[config.mk]
export PLATFORM = sky130hd
export DESIGN_NAME = exception_unit
export DESIGN_NICKNAME = d
export VERILOG_FILES = /design/src/rtl/exception_unit.sv
export SDC_FILE = /design/constraint.sdc
export NUM_CORES = 1
export LEC_CHECK = 0
export ABC_AREA = 0
export CAP_MARGIN = 20
export CELL_PAD_IN_SITES_DETAIL_PLACEMENT = 0
export CELL_PAD_IN_SITES_GLOBAL_PLACEMENT = 1
export CORE_AREA = 2 2 128 130
export CTS_CLUSTER_SIZE = 20
export DETAILED_ROUTE_END_ITERATION = 8
export DIE_AREA = 0 0 130 132
export DONT_BUFFER_PORTS = 1
export GPL_TIMING_DRIVEN = 0
export PLACE_DENSITY = 0.61
export SYNTH_ARGS = -nofsm -noshare
export SYNTH_HDL_FRONTEND = slang
export SYNTH_SLANG_ARGS = --single-unit
[constraint.sdc]
create_clock -name clk -period 2.6 [get_ports clk]
set_clock_uncertainty 0.2 [all_clocks]
set_input_delay 0.52 -clock clk [delete_from_list [all_inputs] [get_ports clk]]
set_output_delay 0.52 -clock clk [all_outputs]
set_load 0.005 [all_outputs]
[src/rtl/exception_unit.sv]
// Exception controller for the single-cycle LEGv8 core: tracks NORMAL/HANDLER/FAULT mode,
// captures ELR/ESR/ECNT on exception entry, redirects fetch and serves the registers to MRS.
module exception_unit #(
  parameter int           N      = 64,
  parameter logic [N-1:0] VECTOR = 64'hD8
) (
  input  logic         clk,
  input  logic         reset,
  input  logic [3:0]   EStatus,
  input  logic         ERet,
  input  logic         ExtIRQ,
  input  logic [N-1:0] imem_addr_F,
  input  logic [N-1:0] NextPC,
  input  logic [1:0]   SysRegSel,
  output logic [N-1:0] SysRegData,
  output logic         Exc,
  output logic [N-1:0] ExcVector,
  output logic [N-1:0] ELR_out,
  output logic         InHandler,
  output logic         ExtAck,
  output logic         Halt
);

  typedef enum logic [1:0] {
    S_NORMAL  = 2'd0,
    S_HANDLER = 2'd1,
    S_FAULT   = 2'd2
  } state_e;

  localparam logic [3:0] ESR_IRQ = 4'b0001;
  localparam logic [7:0] ECNT_MAX = 8'hFF;

  state_e       state_q, state_d;
  logic [N-1:0] elr_q, elr_d;
  logic [3:0]   esr_q, esr_d;
  logic [7:0]   ecnt_q, ecnt_d;
  logic         ack_q, ack_d;

  logic         sync_exc;
  logic         irq_take;
  logic [7:0]   ecnt_inc;

  // A synchronous exception always beats the interrupt; IRQs are only seen in NORMAL.
  assign sync_exc = (EStatus != 4'b0000);
  assign irq_take = (state_q == S_NORMAL) && !sync_exc && ExtIRQ;
  assign ecnt_inc = (ecnt_q == ECNT_MAX) ? ecnt_q : ecnt_q + 8'd1;

  // State register
  // NOTE: sequential state uses non-blocking assignments so every flop samples pre-edge values.
  always_ff @(posedge clk or negedge reset) begin
    if (!reset) begin
      state_q <= S_NORMAL;
    end else begin
      state_q <= state_d;
    end
  end

  // Next-state logic
  // NOTE: every combinational output gets a default first so no path infers a latch.
  always_comb begin
    state_d = state_q;
    case (state_q)
      S_NORMAL: begin
        if (sync_exc || ExtIRQ) state_d = S_HANDLER;
      end
      S_HANDLER: begin
        if (sync_exc)  state_d = S_FAULT;
        else if (ERet) state_d = S_NORMAL;
      end
      S_FAULT:  state_d = S_FAULT;
      default:  state_d = S_NORMAL;
    endcase
  end

  // System register update logic
  always_comb begin
    elr_d  = elr_q;
    esr_d  = esr_q;
    ecnt_d = ecnt_q;
    ack_d  = 1'b0;
    case (state_q)
      S_NORMAL: begin
        if (sync_exc) begin
          elr_d  = imem_addr_F;
          esr_d  = EStatus;
          ecnt_d = ecnt_inc;
        end else if (irq_take) begin
          elr_d  = NextPC;
          esr_d  = ESR_IRQ;
          ecnt_d = ecnt_inc;
          ack_d  = 1'b1;
        end
      end
      S_HANDLER: begin
        // Nested fault records the new syndrome but keeps the original return address.
        if (sync_exc) esr_d = EStatus;
      end
      default: ;
    endcase
  end

  always_ff @(posedge clk or negedge reset) begin
    if (!reset) begin
      elr_q  <= '0;
      esr_q  <= '0;
      ecnt_q <= '0;
      ack_q  <= 1'b0;
    end else begin
      elr_q  <= elr_d;
      esr_q  <= esr_d;
      ecnt_q <= ecnt_d;
      ack_q  <= ack_d;
    end
  end

  // Output logic
  always_comb begin
    Exc       = 1'b0;
    InHandler = 1'b0;
    Halt      = 1'b0;
    case (state_q)
      S_NORMAL:  Exc       = sync_exc || ExtIRQ;
      S_HANDLER: InHandler = 1'b1;
      S_FAULT:   Halt      = 1'b1;
      default: ;
    endcase
  end

  always_comb begin
    SysRegData = '0;
    case (SysRegSel)
      2'b00:   SysRegData = elr_q;
      2'b01:   SysRegData = {{(N-4){1'b0}}, esr_q};
      2'b10:   SysRegData = {{(N-8){1'b0}}, ecnt_q};
      default: SysRegData = '0;
    endcase
  end

  assign ExcVector = VECTOR;
  assign ELR_out   = elr_q;
  assign ExtAck    = ack_q;

endmodule

==> results of run 1 <==
==> per-layer routing <==
layer	global-route usage	routed length, µm
met5	0	0
met4	0.0341	61
met3	0.0613	1330
met2	0.296	7850
met1	0.201	5990
==> critical path, stage by stage <==
cell	delay (ps)
clkbuf_1	400
nor2_1	130
buf_4	220
clkbuf_2	220
and2_1	240
==> timing repair <==
action	in CTS	in global routing
hold endpoints to repair	79	0
pin swaps	0	0
gates resized for setup	7	5
hold buffers	2	0
endpoints found under the setup margin	45	8
==> state kept, by name (all words and copies together), names as in the netlist <==
signal and cells:
state_q 2, ecnt_q 8, ExtAck 1, ELR_out 64, esr_q 4
==> cell families after synthesis <==
group / count (synthesis) / synth area share
muxes: 15 / 0.0361
AOI/OAI and AO/OA: 141 / 0.182
other: 2 / 0.00171
adders and majority gates: 1 / 0.00284
buffers and inverters: 102 / 0.146
xor gates and xnor gates: 3 / 0.00597
and+or+nand+nor: 158 / 0.176
DFF: 79 / 0.449
==> metrics by stage <==
stage | hold slack, ps | area (µm²)
after floorplan | 24.4 | 4640
after global placement | 27.1 | 4910
after detailed placement | 26.9 | 4910
after CTS | 116 | 5270
after global routing | 116 | 5270
final | 135 | 5270
==> worst paths after layout <==
kind / start / endpoint / slack, ps / cells past startpoint
worst max-delay path: SysRegSel[1] / SysRegData[57] / 130 / 5
worst min-delay path: EStatus[2] / esr_q[2] / 130 / 1
worst max register to register: state_q[1] / ELR_out[7] / 450 / 4
worst min register to register: esr_q[0] / esr_q[0] / 310 / 1
max in group asynchronous: reset / ELR_out[40] / 1320 / 2
min in group asynchronous: reset / ELR_out[3] / 540 / 2
==> cell type report <==
type                    count  area (µm²)  area share
inverters                   1        3.75    0.000712
plain buffers             101         652       0.124
clock buffers              13         270      0.0512
repair buffers              2        37.5     0.00712
multi-input cells         382        2020       0.384
well taps                 216         270      0.0512
clock inverters             3        40.0     0.00759
flip-flops and latches     79        1980       0.375
==> cell usage in the layout, fill, tap and decap left out, types with 2 or more instances in the layout <==
cell type  synthesis  final
clkinv_2           0      2
dfrtp_1           79     79
mux2i_1            8      8
nand2b_1           2      2
o21ai_0            4      4
buf_4             64     65
mux2_2             7      7
o22ai_1           64     64
clkbuf_2           0      5
clkbuf_16          0      9
conb_1             2     64
clkbuf_8           0      3
nor3_1             2      2
clkbuf_1          25     20
nand2_1            9      9
xor2_1             3      3
nand4_1            3      3
buf_2              9      9
nor2b_1            3      3
nor2_1            75     75
nand3_1            3      3
a21oi_1           68     68
and2_1            56     56
and3_1             3      3
==> power by group through the flow <==
stage / sequential, µW / clock, µW / combinational (µW)
CTS: 2530 / 1360 / 1820
finish: 2500 / 1320 / 1790
floorplan: 2270 / 0 / 1390
global placement: 2530 / 0 / 1730
global route: 2590 / 1420 / 2030
detailed placement: 2540 / 0 / 1780
==> run_results.csv, run 1 <==
group,metric,value,unit
run_status,status,"complete, no violations",
floorplanning,start_util,0.280,
route,wirelength,15.2,mm
cells_and_area,drive_gt1_frac,0.186,
sta,setup_viol,0,
clocking,htreeDepth,3,
power_and_ir_drop,switching_share,0.401,
sta,setup_tns,0,ps
power_and_ir_drop,p_leak,0.00238,µW
clocking,postCtsSetupBuffers,0,
critical_path,timing.critical_path.from_type,"input pin",
cells_and_area,fin_util,0.336,
clocking,clk_pin_slew_worst_paths,60,ps
floorplanning,core-area,15700,µm²
critical_path,crit_fanout,10,
sta,finalCritPeriodShare,0.949,
placed_design,dp_slack,-522,ps
yosys,synth_cell_types,31,
yosys,synth_top_cell_by_area,"dfrtp_1",
run,max_cap_violations,0,
yosys,synth_ff_type,"dfrtp_1",
clocking,clockRootBuffer,"clkbuf_16",
floorplanning,die_w,130,µm
yosys,synth.most_common_cell,"dfrtp_1",
route,drt_iter0_drc,157,
route,drt-vias-per-instance,4.70,
placed_design,dp_cells,779,
power_and_ir_drop,p_total,5610,µW
global_route,antenna_found_initial,0,
floorplanning,num_io_pins,334,
critical_path,critical_path_class,"input pin to primary output",
critical_path,endpoint_kind,"primary output",
worst_hold_path,hp-class,"input pin to flip-flop",
cells_and_area,num-fill-cells,1668,
yosys,synth_common_cells,"dfrtp_1, nor2_1, a21oi_1, buf_4, o22ai_1",
sta,setup_slack,132,ps
yosys,syn-cell-area,4400,µm²
clocking,cts_buffers,9,
yosys,netlist.area_leader.share,0.449,
cells_and_area,area_growth,19.8,%
yosys,synthCells,501,
sta,max_freq,0.405,GHz
clocking,cts.sinks,79,
power_and_ir_drop,intPower,3360,µW
route,ant_nets,0,
global_route,grt_pass1_wl,21.8,mm
yosys,async_flop_share,1.00,
placed_design,gp_congestion,0.740,
sta,worstMarginPinSlew,589,ps
power_and_ir_drop,power_frac_clock,0.235,
global_route,overflow,0,
yosys,synth_area_per_cell,8.79,µm²
global_route,grt_max_degree,80,
power_and_ir_drop,p_sw,2250,µW
floorplanning,fp.dieH,132,µm
power_and_ir_drop,p_per_area,1060,nW/µm²
cells_and_area,nets,715,
floorplanning,die_area,17200,µm²
floorplanning,std_cell_rows,46,
yosys,ys_warn_count,0,
yosys,yosys-top-cells-area,"dfrtp_1, buf_4, o22ai_1",
yosys,ys_ff_latch,79,
power_and_ir_drop,comb_power_share,0.319,
placed_design,dp_hpwl,11.5,mm
clocking,cts_max_path_buffers,2,
critical_path,cp.arrival,1750,ps
yosys,synth_enable_flop_cells,0,
global_route,grt_pass1_vias,3604,
cells_and_area,layout.cells.non_filler,797,
clocking,clock_latency,340,ps
sta,slew_headroom,0.608,
route,drt-wirelength-per-cell,19.1,µm
yosys,synth-seq-area-share,0.449,
cells_and_area,diodes,0,
clocking,cts_tree,"built",
global_route,track_usage,0.170,
route,drc_errors,0,
sta,report.final.slew_viol_count,0,
route,first_pass_iters,4,
critical_path,required,1880,ps
route,num_vias,3745,
placed_design,port_buffers,0,
sta,fin_crit,2470,ps
sta,rsz0062_at_grt,"false",
power_and_ir_drop,seq_power_share,0.446,
power_and_ir_drop,ir_drop,0.391,mV
sta,report.final.hold_viol_count,0,
(Power assumes the default switching activity.)
==> run 2: changes to the inputs <==
Settings changed: GPL_TIMING_DRIVEN 0 to 1.
==> run_results.csv, run 2 (synthesis gave the netlist of run 1 again) <==
group,metric,value,unit
route,first_pass_iters,4,
critical_path,r2r_slack,840,ps
global_route,grt_pass1_wl,19.1,mm
sta,setup_tns,0,ps
route,drc_errors,0,
sta,fin_crit,2120,ps
sta,rsz0062_at_grt,"false",
floorplanning,fp.dieH,132,µm
sta,report.final.slew_viol_count,0,
run_status,status,"complete, no violations",
critical_path,r2r_cells,3,
sta,worstMarginPinSlew,722,ps
cells_and_area,drive_gt1_frac,0.0799,
clocking,cts_buffers,9,
cells_and_area,largest_register_ffs,64,
route,num_vias,3434,
worst_hold_path,hp-class,"input pin to flip-flop",
power_and_ir_drop,ir_drop,0.392,mV
floorplanning,std_cell_rows,46,
global_route,overflow,0,
route,drt-vias-per-instance,4.88,
global_route,grt_max_degree,80,
sta,max_freq,0.473,GHz
placed_design,gp_congestion,0.758,
route,ant_nets,0,
power_and_ir_drop,p_leak,0.00196,µW
worst_hold_path,hold_end,"esr_q[2]",
clocking,postCtsHoldBufs,2,
critical_path,required,1880,ps
route,drt-wirelength-per-cell,18.3,µm
critical_path,worstReg2RegEnd,"ELR_out[34]",
critical_path,endpoint_kind,"primary output",
route,drt_iter0_drc,157,
floorplanning,num_io_pins,334,
placed_design,dp_cells,686,
sta,setup_viol,0,
global_route,track_usage,0.145,
critical_path,cp.arrival,1400,ps
critical_path,crit_chain,"or4_4 -> o21ai_2 -> inv_2",
worst_hold_path,hold-path-cell-count,1,
worst_hold_path,min_from,"EStatus[2]",
floorplanning,die_area,17200,µm²
global_route,antenna_found_initial,0,
global_route,grt_pass1_vias,3280,
critical_path,crit_buf_inv,1,
route,wirelength,12.9,mm
cells_and_area,diodes,0,
cells_and_area,num-fill-cells,1692,
critical_path,crit_fanout,7,
floorplanning,die_w,130,µm
cells_and_area,layout_commonest_cell,"dfrtp_1",
critical_path,r2r_start,"state_q[1]",
critical_path,timing.critical_path.from_type,"input pin",
run,max_cap_violations,0,
placed_design,port_buffers,0,
power_and_ir_drop,p_per_area,1140,nW/µm²
cells_and_area,nets,622,
clocking,cts.sinks,79,
clocking,cts_tree,"built",
cells_and_area,area_growth,6.76,%
clocking,cts_max_path_buffers,2,
clocking,htreeDepth,3,
placed_design,dp_hpwl,9.22,mm
floorplanning,start_util,0.280,
sta,report.final.hold_viol_count,0,
critical_path,max_stage_delay,560,ps
floorplanning,core-area,15700,µm²
clocking,cts.repair.resized,0,
sta,finalCritPeriodShare,0.814,
critical_path,critical_path_class,"input pin to primary output",
clocking,clock_latency,330,ps
critical_path,path_delay_family,"simple AND/OR/NAND/NOR gates",
clocking,postCtsSetupBuffers,0,
cells_and_area,layout.cells.non_filler,704,
cells_and_area,final_cell_mix,"dfrtp_1, nor2_1, a21oi_1",
sta,slew_headroom,0.518,
clocking,clockRootBuffer,"clkbuf_16",
critical_path,cpMaxStageDelayCell,"or4_4",
clocking,clk_pin_slew_worst_paths,60,ps
run 2: cell type report:
class	instances	area, µm²	share of cell area
clock buffers	10	239	0.0508
clock inverters	6	60.1	0.0128
inverters	1	3.75	0.000799
multi-input cells	382	2040	0.434
flip-flops and latches	79	1980	0.421
well taps	216	270	0.0575
repair buffers	10	110	0.0234
run 2: layer usage:
metal  vias to the layer above  global-route usage  routed length [µm]
li1                       1573                   -                   -
met4                         0              0.0448                 158
met3                         7              0.0450                 982
met2                       185               0.241                6540
met1                      1669               0.178                5200
met5                         -                   0                   0
run 2: worst max-delay path by stage:
stage          depth (start not counted)  slack [ps]       start          end
3_5_place_dp                           6         360  EStatus[0]  ELR_out[17]
2_1_floorplan                          4         380  EStatus[0]          Exc
3_3_place_gp                           6         410  EStatus[0]  ELR_out[19]
4_1_cts                                3         480  EStatus[0]          Exc
6_report                               3         480  EStatus[0]          Exc
5_1_grt                                3         420  EStatus[0]          Exc
run 2: power breakdown:
part / total, µW / switching [µW] / internal, µW / leakage [µW]
clock network: 1260 / 499 / 764 / 0.000144
logic: 1590 / 978 / 609 / 0.000927
registers: 2500 / 670 / 1830 / 0.000890
total: 5350 / 2150 / 3210 / 0.00196
run 2: stage by stage:
| stage | worst slack (ps) | hold slack, ps | util | instance area [µm²] | total power [µW] |
|---|---|---|---|---|---|
| 2_1_floorplan | 378 | 24.4 | - | 4640 | 3660 |
| 3_5_place_dp | 361 | 28.0 | 0.278 | 4360 | 4110 |
| 3_3_place_gp | 407 | 26.9 | 0.278 | 4360 | 4050 |
| 4_1_cts | 482 | 118 | 0.299 | 4700 | 5450 |
| 5_1_grt | 423 | 120 | 0.299 | 4700 | 5800 |
| 6_report | 484 | 139 | 0.299 | 4700 | 5350 |
